==> src/rtl/hpc1_rand_feeder_if.sv <==
// Seed port and mask-bundle port of the HPC1 randomness feeder.
// The master side is the feeder. The slave side is its environment: the seeder and the multiplier.
interface hpc1_rand_feeder_if #(
  parameter int W = 8
);
  logic         seed_valid;
  logic         seed_ready;
  logic [3:0]   seed_idx;
  logic [15:0]  seed_data;

  logic         out_valid;
  logic         out_ready;
  logic [W-1:0] r0, r1, r2, r3;
  logic [W-1:0] p01, p02, p03, p04, p12, p13, p14, p23, p24, p34;

  logic         reseed_req;
  logic         running;
  logic [15:0]  bundle_cnt;

  modport master (
    input  seed_valid, seed_idx, seed_data, out_ready,
    output seed_ready, out_valid,
    output r0, r1, r2, r3,
    output p01, p02, p03, p04, p12, p13, p14, p23, p24, p34,
    output reseed_req, running, bundle_cnt
  );

  modport slave (
    output seed_valid, seed_idx, seed_data, out_ready,
    input  seed_ready, out_valid,
    input  r0, r1, r2, r3,
    input  p01, p02, p03, p04, p12, p13, p14, p23, p24, p34,
    input  reseed_req, running, bundle_cnt
  );
endinterface

==> src/rtl/hpc1_rand_feeder.sv <==
// Fresh-mask source for the order-4 HPC1 multiplier: 14 Galois LFSR lanes.
// Each lane emits one W-bit word per bundle. A reseed is forced after a programmable number of bundles.
module hpc1_rand_feeder_lane #(
  parameter int W = 8
) (
  input  logic         clk,
  input  logic         rst_n,
  input  logic         seed_we,
  input  logic [15:0]  seed_data,
  input  logic         load,
  output logic [W-1:0] word
);
  logic [15:0]  s_q;
  logic [15:0]  s_nxt;
  logic [W-1:0] w_nxt;

  // Unroll W Galois steps. Bit i of the word is the lsb that leaves on step i.
  always_comb begin
    s_nxt = s_q;
    w_nxt = '0;
    for (int i = 0; i < W; i++) begin
      w_nxt[i] = s_nxt[0];
      s_nxt    = {1'b0, s_nxt[15:1]} ^ (s_nxt[0] ? 16'hB400 : 16'h0000);
    end
  end

  always_ff @(posedge clk or negedge rst_n) begin
    if (!rst_n) begin
      s_q  <= '0;
      word <= '0;
    end else if (seed_we) begin
      s_q  <= seed_data;
    end else if (load) begin
      s_q  <= s_nxt;
      word <= w_nxt;
    end
  end
endmodule

module hpc1_rand_feeder #(
  parameter int W               = 8,
  parameter int RESEED_INTERVAL = 1024
) (
  input logic                clk,
  input logic                rst_n,
  hpc1_rand_feeder_if.master bus
);
  localparam int NUM_LANES = 14;

  localparam logic [0:0] ST_SEED = 1'b0;
  localparam logic [0:0] ST_RUN  = 1'b1;

  localparam bit          RESEED_EN = (RESEED_INTERVAL > 0) && (RESEED_INTERVAL <= 65535);
  localparam logic [15:0] RESEED_AT = 16'(RESEED_INTERVAL);

  logic [0:0]                    state;
  logic [NUM_LANES-1:0]          seed_mask;
  logic                          out_valid_q;
  logic [15:0]                   cnt_q;

  logic [NUM_LANES-1:0]          seed_we;
  logic [NUM_LANES-1:0][W-1:0]   word;
  logic [15:0]                   seed_val;
  logic                          seed_hit;
  logic                          hs;
  logic                          load;
  logic                          force_reseed;
  logic [15:0]                   cnt_inc;

  // An all-zero seed would freeze a lane, so it is swapped for a fixed nonzero value.
  assign seed_val = (bus.seed_data == 16'h0000) ? 16'hACE1 : bus.seed_data;
  assign seed_hit = (state == ST_SEED) && bus.seed_valid && (bus.seed_idx < 4'(NUM_LANES));

  assign hs           = (state == ST_RUN) && out_valid_q && bus.out_ready;
  assign cnt_inc      = (cnt_q == 16'hFFFF) ? cnt_q : cnt_q + 16'd1;
  assign force_reseed = RESEED_EN && hs && (cnt_inc == RESEED_AT);
  // The handshake that triggers a reseed also suppresses the refill, so no stale bundle is shown.
  assign load = (state == ST_RUN) && (!out_valid_q || bus.out_ready) && !force_reseed;

  for (genvar g = 0; g < NUM_LANES; g++) begin : g_lane
    assign seed_we[g] = seed_hit && (bus.seed_idx == 4'(g));

    hpc1_rand_feeder_lane #(.W(W)) u_lane (
      .clk       (clk),
      .rst_n     (rst_n),
      .seed_we   (seed_we[g]),
      .seed_data (seed_val),
      .load      (load),
      .word      (word[g])
    );
  end

  always_ff @(posedge clk or negedge rst_n) begin
    if (!rst_n) begin
      state       <= ST_SEED;
      seed_mask   <= '0;
      out_valid_q <= 1'b0;
      cnt_q       <= '0;
    end else begin
      case (state)
        ST_SEED: begin
          seed_mask <= seed_mask | seed_we;
          if (&seed_mask) begin
            state <= ST_RUN;
            cnt_q <= '0;
          end
        end
        default: begin
          if (hs) cnt_q <= cnt_inc;
          if (force_reseed) begin
            state       <= ST_SEED;
            seed_mask   <= '0;
            out_valid_q <= 1'b0;
          end else if (load) begin
            out_valid_q <= 1'b1;
          end
        end
      endcase
    end
  end

  assign bus.seed_ready = (state == ST_SEED);
  assign bus.reseed_req = (state == ST_SEED);
  assign bus.running    = (state == ST_RUN);
  assign bus.out_valid  = out_valid_q;
  assign bus.bundle_cnt = cnt_q;

  assign bus.r0  = word[0];
  assign bus.r1  = word[1];
  assign bus.r2  = word[2];
  assign bus.r3  = word[3];
  assign bus.p01 = word[4];
  assign bus.p02 = word[5];
  assign bus.p03 = word[6];
  assign bus.p04 = word[7];
  assign bus.p12 = word[8];
  assign bus.p13 = word[9];
  assign bus.p14 = word[10];
  assign bus.p23 = word[11];
  assign bus.p24 = word[12];
  assign bus.p34 = word[13];
endmodule
==> src/flat_wrapper.sv <==
// flat-port wrapper written by rule: the top's interface ports become plain ports
module hpc1_rand_feeder_flat 
#(
  parameter int W               = 8,
  parameter int RESEED_INTERVAL = 1024
)
  (clk, rst_n, bus_seed_valid, bus_seed_idx, bus_seed_data, bus_out_ready, bus_seed_ready, bus_out_valid, bus_r0, bus_r1, bus_r2, bus_r3, bus_p01, bus_p02, bus_p03, bus_p04, bus_p12, bus_p13, bus_p14, bus_p23, bus_p24, bus_p34, bus_reseed_req, bus_running, bus_bundle_cnt);
  hpc1_rand_feeder_if #(.W(W)) bus_i ();
  input logic clk;
  input logic rst_n;
  input wire logic [$bits(bus_i.seed_valid)-1:0] bus_seed_valid;
  input wire logic [$bits(bus_i.seed_idx)-1:0] bus_seed_idx;
  input wire logic [$bits(bus_i.seed_data)-1:0] bus_seed_data;
  input wire logic [$bits(bus_i.out_ready)-1:0] bus_out_ready;
  output wire logic [$bits(bus_i.seed_ready)-1:0] bus_seed_ready;
  output wire logic [$bits(bus_i.out_valid)-1:0] bus_out_valid;
  output wire logic [$bits(bus_i.r0)-1:0] bus_r0;
  output wire logic [$bits(bus_i.r1)-1:0] bus_r1;
  output wire logic [$bits(bus_i.r2)-1:0] bus_r2;
  output wire logic [$bits(bus_i.r3)-1:0] bus_r3;
  output wire logic [$bits(bus_i.p01)-1:0] bus_p01;
  output wire logic [$bits(bus_i.p02)-1:0] bus_p02;
  output wire logic [$bits(bus_i.p03)-1:0] bus_p03;
  output wire logic [$bits(bus_i.p04)-1:0] bus_p04;
  output wire logic [$bits(bus_i.p12)-1:0] bus_p12;
  output wire logic [$bits(bus_i.p13)-1:0] bus_p13;
  output wire logic [$bits(bus_i.p14)-1:0] bus_p14;
  output wire logic [$bits(bus_i.p23)-1:0] bus_p23;
  output wire logic [$bits(bus_i.p24)-1:0] bus_p24;
  output wire logic [$bits(bus_i.p34)-1:0] bus_p34;
  output wire logic [$bits(bus_i.reseed_req)-1:0] bus_reseed_req;
  output wire logic [$bits(bus_i.running)-1:0] bus_running;
  output wire logic [$bits(bus_i.bundle_cnt)-1:0] bus_bundle_cnt;
  assign bus_i.seed_valid = bus_seed_valid;
  assign bus_i.seed_idx = bus_seed_idx;
  assign bus_i.seed_data = bus_seed_data;
  assign bus_i.out_ready = bus_out_ready;
  assign bus_seed_ready = bus_i.seed_ready;
  assign bus_out_valid = bus_i.out_valid;
  assign bus_r0 = bus_i.r0;
  assign bus_r1 = bus_i.r1;
  assign bus_r2 = bus_i.r2;
  assign bus_r3 = bus_i.r3;
  assign bus_p01 = bus_i.p01;
  assign bus_p02 = bus_i.p02;
  assign bus_p03 = bus_i.p03;
  assign bus_p04 = bus_i.p04;
  assign bus_p12 = bus_i.p12;
  assign bus_p13 = bus_i.p13;
  assign bus_p14 = bus_i.p14;
  assign bus_p23 = bus_i.p23;
  assign bus_p24 = bus_i.p24;
  assign bus_p34 = bus_i.p34;
  assign bus_reseed_req = bus_i.reseed_req;
  assign bus_running = bus_i.running;
  assign bus_bundle_cnt = bus_i.bundle_cnt;
  hpc1_rand_feeder #(.W(W), .RESEED_INTERVAL(RESEED_INTERVAL)) u_core (.clk(clk), .rst_n(rst_n), .bus(bus_i));
endmodule
==> config.mk <==
export PLATFORM = sky130hd
export DESIGN_NAME = hpc1_rand_feeder_flat
export DESIGN_NICKNAME = d
export VERILOG_FILES = /design/src/rtl/hpc1_rand_feeder_if.sv /design/src/rtl/hpc1_rand_feeder.sv /design/src/flat_wrapper.sv
export SDC_FILE = /design/constraint.sdc
export NUM_CORES = 1
export LEC_CHECK = 0
export ABC_AREA = 1
export BUFFER_PORTS_ARGS = -buffer_cell sky130_fd_sc_hd__buf_2
export CAP_MARGIN = 30
export CORE_MARGIN = 8
export CORE_UTILIZATION = 40
export DETAILED_ROUTE_END_ITERATION = 10
export GPL_TIMING_DRIVEN = 0
export MAX_ROUTING_LAYER = met4
export PLACE_DENSITY = 0.62
export SYNTH_ARGS = -nofsm -noshare
export SYNTH_HDL_FRONTEND = slang
export SYNTH_SLANG_ARGS = --single-unit
export TNS_END_PERCENT = 30
==> constraint.sdc <==
create_clock -name clk -period 2.5 [get_ports clk]
set_input_delay 0.125 -clock clk [delete_from_list [all_inputs] [get_ports clk]]
set_output_delay 0.125 -clock clk [all_outputs]
set_load 0.03 [all_outputs]
After elaboration in Yosys (flattened, before gate mapping)
Index checks and enable logic that the tools add are counted.

$add $sub $neg: 1. Magnitude comparators: 1. Equality and inequality tests: 17. Multiplexer cells: 152. Bitwise gates (word level): 128. Reductions and logical operators: 59.

Operators by type and width (count): 2-to-1 mux 16 bit (145); XOR 15 x 16 -> 16 bit (112); AND reduction 2 bit (16); nonzero test 2 bit (16); 2-to-1 mux 14 bit (2); == test 4 bit (second input constant) (6); logical AND 1 bit (21); adder 16 x 1 -> 16 bit (second input constant) (1); == test 16 x 11 -> 1 bit (second input constant) (1); == test 16 bit (second input constant) (1); == test 4 x 3 -> 1 bit (second input constant) (4); zero test 16 bit (1); inverter 1 bit (15); bitwise OR 14 bit (1); AND reduction 14 bit (1); == test 4 x 2 -> 1 bit (second input constant) (2); 2-to-1 mux 1 bit (5); == test 4 x 1 -> 1 bit (second input constant) (1); zero test 4 bit (1); < comparator 4 bit (second input constant) (1); inequality test 2 bit (second input constant) (2); zero test 1 bit (2); logical OR 1 bit (1).

Flip-flop bits (word level): 368. Input port bits: 24.

Depth between registers and ports, before layout
Gate-level depths: netlist (run 1).

Depth after elaboration: 18. Gate-level depth with buffers: 16. Mapped depth without buffers: 14.

Modules after synthesis
A second synthesis (run 1) with hierarchy kept.

Cell total of the unflattened synthesis: 2813. Area total of the unflattened synthesis: 21060.2 um2.

By module, submodules not included: hpc1_rand_feeder_lane (instances 14, cells each 177, area each 1341.3 um2); hpc1_rand_feeder (instances 1, cells each 335, area each 2282.2 um2).

Worst setup path before layout (run 1)
Ideal clock, no wire load.

Path kind: register -> register. Start point: reg u_core.cnt_q[1], in the netlist u_core.bus.bundle_cnt[1]. End point: reg u_core.g_lane[0].u_lane.word[0]. Library setup time: 0.117 ns. Data arrival time: 2.503 ns. Required time: 2.383 ns. Setup slack: -0.120 ns. Cell stages (with the launch flop): 17. Path buffers: 4. Cells stage by stage: dfrtp_1 > ha_1 > nand2_1 > nor2_1 > nand2_1 > nor2_2 > buf_2 > nand2_1 > nand2_1 > nor2_1 > nand4_1 > o21ai_4 > buf_6 > buf_4 > buf_4 > nand2_1 > nand2_1.

Cells in the longest elaborated chain, start to end: 7.

Ends and longest elaborated chain: start, declared (RTL line hpc1_rand_feeder.sv:59) `logic [15:0] cnt_q;`; start signal, assigned (RTL line hpc1_rand_feeder.sv:109) `if (hs) cnt_q <= cnt_inc;`; adder 16 x 1 -> 16 bit or == test 16 bit (tied branches) (RTL line hpc1_rand_feeder.sv:75) `assign cnt_inc = (cnt_q == 16'hFFFF) ? cnt_q : cnt_q + 16'd1;`; 2-to-1 mux 16 bit (*) (RTL line hpc1_rand_feeder.sv:75); == test 16 x 11 -> 1 bit (*) (RTL line hpc1_rand_feeder.sv:76) `assign force_reseed = RESEED_EN && hs && (cnt_inc == RESEED_AT);`; logical AND 1 bit (*) (RTL line hpc1_rand_feeder.sv:76); zero test 1 bit (*) (RTL line hpc1_rand_feeder.sv:78) `assign load = (state == ST_RUN) && (!out_valid_q || bus.out_ready) && !force_reseed;`; logical AND 1 bit (*) (RTL line hpc1_rand_feeder.sv:78); AND reduction 2 bit (no source line) (*); end signal, assigned (RTL line hpc1_rand_feeder.sv:35) `word <= w_nxt;`; end, declared (RTL line hpc1_rand_feeder.sv:11) `output logic [W-1:0] word`.

Every way passes the cells marked *; elsewhere a longest branch is shown, timed or not. A chain may end at the register's enable or synchronous reset.

Worst setup path after layout (run 1)
Start point: reg u_core.cnt_q[0], in the netlist u_core.bus.bundle_cnt[0]. End point: reg u_core.g_lane[10].u_lane.word[5].

Cells in the longest elaborated chain, start to end: 7.

Ends and longest elaborated chain (RTL line): adder 16 x 1 -> 16 bit or == test 16 bit (tied branches) (hpc1_rand_feeder.sv:75); 2-to-1 mux 16 bit (*) (hpc1_rand_feeder.sv:75); == test 16 x 11 -> 1 bit (*) (hpc1_rand_feeder.sv:76); logical AND 1 bit (*) (hpc1_rand_feeder.sv:76); zero test 1 bit (*) (hpc1_rand_feeder.sv:78); logical AND 1 bit (*) (hpc1_rand_feeder.sv:78); AND reduction 2 bit (no source line) (*); end signal, assigned (hpc1_rand_feeder.sv:35); end, declared (hpc1_rand_feeder.sv:11).

Marks and branches as above.

==> results of run 1 <==
==> layout make-up <==
type	instances	area, sq um	area share
multi-input combinational	1906	9620	0.393
sequential	368	9220	0.376
timing repair buffer	225	1820	0.0741
buffer	174	1300	0.0529
clock buffer	51	1150	0.0468
tap	622	778	0.0318
inverter	82	323	0.0132
clock inverter	20	300	0.0123
antenna	2	5.00	0.000204
==> what timing repair did <==
item | CTS | global route
gates resized for setup | 249 | 93
setup buffers | 26 | 10
hold buffers | 4 | 0
endpoints found under the setup margin | 361 | 361
endpoints found under the hold margin | 84 | 0
pin swaps | 16 | 50
cloned | 8 | 9
==> cells in the final DEF (no fill, tap or decap), types with 10 or more instances in the layout <==
cell,netlist,layout
nand2_1,1024,965
dfrtp_1,368,362
nand3_1,283,278
o21ai_0,227,215
buf_2,50,154
xnor2_1,139,139
xor2_1,119,119
clkbuf_1,114,105
inv_1,74,73
clkbuf_16,0,52
nand2_2,3,51
nor2_1,72,48
buf_6,1,42
buf_4,10,26
buf_8,0,22
buf_12,0,18
nor2_2,1,15
nand4_1,11,11
nor2_4,0,10
==> power by group <==
part	switching, mW	internal, mW	leakage (nW)
Clock	2.56	3.98	0.699
Sequential	2.19	8.68	4.55
Combinational	9.82	6.89	7.03
==> metal layers <==
metal | up-vias | wire [microns] | share of wire
li1 | 8562 | - | -
met1 | 8745 | 28800 | 0.43
met2 | 755 | 30300 | 0.45
met3 | 202 | 4830 | 0.071
met4 | 0 | 3730 | 0.055
met5 | - | 0 | 0
==> final timing paths <==
path	end
max reg2reg	u_core.g_lane[10].u_lane.word[5]
min reg2reg	u_core.g_lane[1].u_lane.word[2]
max in group asynchronous	u_core.g_lane[4].u_lane.word[2]
min	u_core.g_lane[11].u_lane.s_q[12]
min in group asynchronous	u_core.g_lane[11].u_lane.word[2]
max	u_core.g_lane[10].u_lane.word[5]
==> worst reg2reg max path: cells and delay by family, from the launching register on <==
kind                       cells  cell delay (ps)
adders and majority gates      1              180
AOI/OAI and AO/OA              1               90
DFF                            1              410
and+or+nand+nor               10              900
buffers and inverters          6              940
==> flip-flops by register name (all words and copies together), names as in the netlist <==
name,flops
u_core.g_lane.u_lane.s_q,224
u_core.g_lane.u_lane.word,112
u_core.bus.out_valid,1
u_core.bus.bundle_cnt,16
u_core.seed_mask,14
u_core.bus.running,1
==> logic make-up after synthesis <==
| logic type | share of synthesized area |
|---|---|
| AND/OR/NAND/NOR | 0.291 |
| adder cells (fa/ha/maj) | 0.000642 |
| buffers and inverters | 0.0552 |
| XOR/XNOR | 0.116 |
| AO/OA/AOI/OAI | 0.0650 |
| flip-flops | 0.473 |
==> flow_summary.ini, run 1 <==
[sta]
min_period_over_period = 1.06
hold_ws_ps = 39.0
slew_viol_final = 0
max_slew_margin = 0.275
finalSetupViolations = 334
period_needed_ps = 2650
fmax_mhz = 377
rsz0062_at_grt = true
hold_violations = 0
finClkSkew_ps = 30.5
tns_ps = -27730
tightestPinTransition_ps = 1090
timing.final.ws_setup_ps = -151

[setup_path]
reg2reg_from = u_core.bus.bundle_cnt[0]
reg2reg_depth = 18
cp-end-kind = flop
rrSetupSlack_ps = -150
critPathBufInv = 6
critical_path_class = flop to flop
critPathMaxFanout = 6
crit_path_max_incr_delay_ps = 410
critPathLaunchType = flop
critPathLaunch = u_core.bus.bundle_cnt[0]
crit_chain = ha_4 > nand2_4 > nor2_4 > nand2_4 > nor2_4 > buf_8 > nand2_1 > nand2_2 > nor2_1 > nand4_1 > o21ai_4 > buf_12 > buf_12 > buf_12 > clkbuf_16 > clkbuf_16 > nand2_2 > nand2_1
worstPathArrival_ps = 3110
crit_slowest_cell = dfrtp_2
worstPathRequired_ps = 2960
critical_path_depth = 18
crit_family = buffers and inverters
cp_common_cell = buf_12

[worst_hold_path]
holdCritPathClass = primary input to flop
worstHoldStart = bus_seed_data[12]
whs_path_depth = 5

[drt]
num_vias = 18264
ant_nets = 0
vias_per_cell = 5.29
wl_per_cell_microns = 19.6
first_pass_iters = 9
drc_errors = 0
detail_route.iter0.violations = 1691
drt_wl_total_mm = 67.6

[layout]
drive_above_1_share = 0.168
fin_nets = 2823
final_cell_area_sq_um = 24500
instances_no_fill = 3450
area_growth_pct = 25.7
utilization = 0.505
n_fill_cell = 4604

[power_and_ir_drop]
report.power.total_mw = 34.1
leakage_nw = 12.3
max-vdd-ir-drop_v = 0.000730
power_density_nw_per_um2 = 1390

[synth]
ys_types = 26
synth-seq-cells = 368
synth_ff_type = dfrtp_1
syn_inst = 2532
yosys.area.top_type_share = 0.473
async_flop_share = 1.00
postSynthAreaPerCell_sq_um = 7.70
synth_area_sq_um = 19500
synth_most_common_cell = nand2_1
synth_area_leader_cell = dfrtp_1
yosys-top-cells-count = nand2_1, dfrtp_1, nand3_1, o21ai_0, xnor2_1
syn-num-nets = 2557
synthTopCellsByArea = dfrtp_1, nand2_1, nand3_1
synth_edf_count = 0
ys_warn_count = 0
yosysSeqAreaShare = 0.473

[clock_tree]
cts_sinks = 368
clk_pin_slew_worst_paths_ps = 60
clock_path_buffers = 3
clk_latency_ps = 590
cts_root_buffer = clkbuf_16
htree_levels = 2
numCtsBuffers = 41
cts_tree = yes

[global_routing]
antenna_found_initial = 2
grt_util_met3 = 0.0363
grt_overflow = 0
grt_util_all_layers = 0.240
grt_pass1_wl_mm = 103
grt_pass1_vias = 17577
grt_max_degree = 119
met2_usage = 0.360
gr-max-usage-layer = met2
grtUsageMet1 = 0.311

[placement]
dp_slack_ps = -1310
place_congestion = 0.929
port_buffers = 155
dp_hpwl_mm = 46.0
placed_cells = 3321
place_area_sq_um = 21300

[floorplanning]
fp.dieH_microns = 237
start_util = 0.401
io_pins = 156
core_area_sq_um = 48500
std_cell_rows = 81
fp.dieW_microns = 237
dieArea_sq_um = 56000

[status]
status = finished with violations
violations = negative setup slack

[job]
max_cap_violations = 0
(Power assumes the default switching activity.)
==> run 2: changes to the inputs <==
--- a/config.mk
+++ b/config.mk
@@ -6,7 +6,7 @@
 export NUM_CORES = 1
 export LEC_CHECK = 0
 export ABC_AREA = 1
-export BUFFER_PORTS_ARGS = -buffer_cell sky130_fd_sc_hd__buf_2
+export BUFFER_PORTS_ARGS = -buffer_cell sky130_fd_sc_hd__buf_4
 export CAP_MARGIN = 30
 export CORE_MARGIN = 8
 export CORE_UTILIZATION = 40
==> flow_summary.ini, run 2 (synthesis gave the netlist of run 1 again) <==
[status]
status = finished with violations
violations = negative setup slack

[sta]
rsz0062_at_grt = true
min_period_over_period = 1.12
tightestPinTransition_ps = 1030
max_slew_margin = 0.314
hold_violations = 0
finalSetupViolations = 358
slew_viol_final = 0
timing.final.ws_setup_ps = -311
period_needed_ps = 2810
fmax_mhz = 356
finClkSkew_ps = 12.6

[layout]
utilization = 0.523
drive_above_1_share = 0.197
final_common_cell = nand2_1
instances_no_fill = 3473
largest_register_ff_count = 224
n_fill_cell = 4492
layout_common_cells = nand2_1, dfrtp_1, nand3_1
area_growth_pct = 30.2
top_register = u_core.g_lane.u_lane.s_q
fin_nets = 2840

[worst_hold_path]
whs_path_depth = 5
min_to = u_core.g_lane[11].u_lane.s_q[10]
worstHoldStart = bus_seed_data[10]
holdCritPathClass = primary input to flop

[floorplanning]
std_cell_rows = 81
io_pins = 156
dieArea_sq_um = 56000
fp.dieH_microns = 237
core_area_sq_um = 48500
start_util = 0.401
fp.dieW_microns = 237

[power_and_ir_drop]
p_switching_mw = 15.2
power.clock.fraction = 0.185
report.power.total_mw = 35.5
leakage_nw = 12.6
switching_share = 0.428
max-vdd-ir-drop_v = 0.000662
comb_power_share = 0.506
p_seq_frac = 0.309
internal_power_mw = 20.3
power_density_nw_per_um2 = 1400

[setup_path]
critPathMaxFanout = 8
crit_path_max_incr_delay_ps = 440
crit_chain = ha_4 > nand2_4 > nor2_4 > nand2_4 > nor2_4 > buf_12 > nor2_1 > nand4_1 > o21ai_4 > buf_12 > buf_12 > buf_16 > nand2_8 > clkbuf_16 > nand2_1 > nand2_1
worstPathRequired_ps = 2960
crit_slowest_cell = dfrtp_2
critPathLaunchType = flop
reg2reg_to = u_core.g_lane[6].u_lane.s_q[13]
cp-end-kind = flop
rrSetupSlack_ps = -310
cp_common_cell = buf_12
worstPathArrival_ps = 3270
reg2reg_depth = 16
critPathBufInv = 5
critical_path_class = flop to flop
reg2reg_from = u_core.bus.bundle_cnt[1]
crit_family = simple AND/OR/NAND/NOR gates

[clock_tree]
cts_sinks = 368
cts_tree = yes
clk_pin_slew_worst_paths_ps = 60
clk_latency_ps = 570
numCtsBuffers = 42
cts_root_buffer = clkbuf_16
clock_path_buffers = 3
htree_levels = 2

[drt]
wl_per_cell_microns = 19.9
vias_per_cell = 5.32
drt_wl_total_mm = 69.0
first_pass_iters = 6
num_vias = 18481
drc_errors = 0
detail_route.iter0.violations = 2004
ant_nets = 0

[placement]
port_buffers = 155
dp_slack_ps = -1290
place_congestion = 0.922
placed_cells = 3324
dp_hpwl_mm = 46.6

[global_routing]
grt_pass1_wl_mm = 104
grt_overflow = 0
grt_pass1_vias = 17690
antenna_found_initial = 3
grt_max_degree = 116
grt_util_all_layers = 0.241

[job]
max_cap_violations = 0
## run 2: final cells by class
cell class,instances,area (sq um),share of cell area
multi-input combinational,1906,9920,0.391
sequential,368,9220,0.363
timing repair buffer,241,2380,0.0938
buffer,174,1270,0.0500
clock buffer,54,1230,0.0485
tap,622,778,0.0307
inverter,82,322,0.0127
clock inverter,23,251,0.00991
antenna,3,7.51,0.000296
## run 2: worst min-delay path, delay by kind of cell
kind / cells / cell delay [ps]
AOI/OAI and AO/OA: 1 / 170
buffers and inverters: 1 / 90
and+or+nand+nor: 3 / 200
## run 2: power by group through the flow
stage               Combinational [mW]  Sequential, mW  Clock (mW)
finish                            18.0            11.0        6.56
global route                      19.8            11.2        6.91
CTS                               16.7            10.9        6.67
detailed placement                16.3            10.9           0
global placement                  16.0            10.9           0
floorplan                         10.7            12.0           0
## run 2: how the worst max path moves through the flow
stage / cells after the start / endpoint / slack [ps] / start
floorplan: 16 / u_core.g_lane[0].u_lane.word[0] / 5 / u_core.bus.bundle_cnt[1]
global placement: 1 / u_core.bus.bundle_cnt[0] / -2750 / rst_n
detailed placement: 14 / u_core.g_lane[9].u_lane.word[7] / -1290 / u_core.bus.bundle_cnt[1]
CTS: 15 / u_core.g_lane[1].u_lane.s_q[11] / -120 / u_core.bus.bundle_cnt[1]
global route: 18 / u_core.g_lane[12].u_lane.word[0] / -400 / u_core.bus.bundle_cnt[1]
finish: 16 / u_core.g_lane[6].u_lane.s_q[13] / -310 / u_core.bus.bundle_cnt[1]
## run 2: per-layer routing
layer,share of wire,track usage
met1,0.43,0.316
met2,0.46,0.377
met3,0.073,0.0394
met4,0.037,0.0867
met5,0,-
## run 2: what timing repair did
action | CTS | global route
setup endpoints to repair | 361 | 362
endpoints found under the hold margin | 92 | 0
buffers inserted | 25 | 20
cloned | 5 | 14
resized for setup | 147 | 272
hold buffers | 6 | 0
pin swaps | 10 | 49
## run 2: per-stage QoR
stage / hold WS (ps) / instance area, sq um / setup TNS (ps)
after floorplan: -171 / 19500 / 0
after global placement: 454 / 21400 / -1193620
after detailed placement: 99.8 / 21700 / -316040
after CTS: 9.44 / 24100 / -14170
after global routing: 31.9 / 25400 / -115740
final: 42.7 / 25400 / -76520
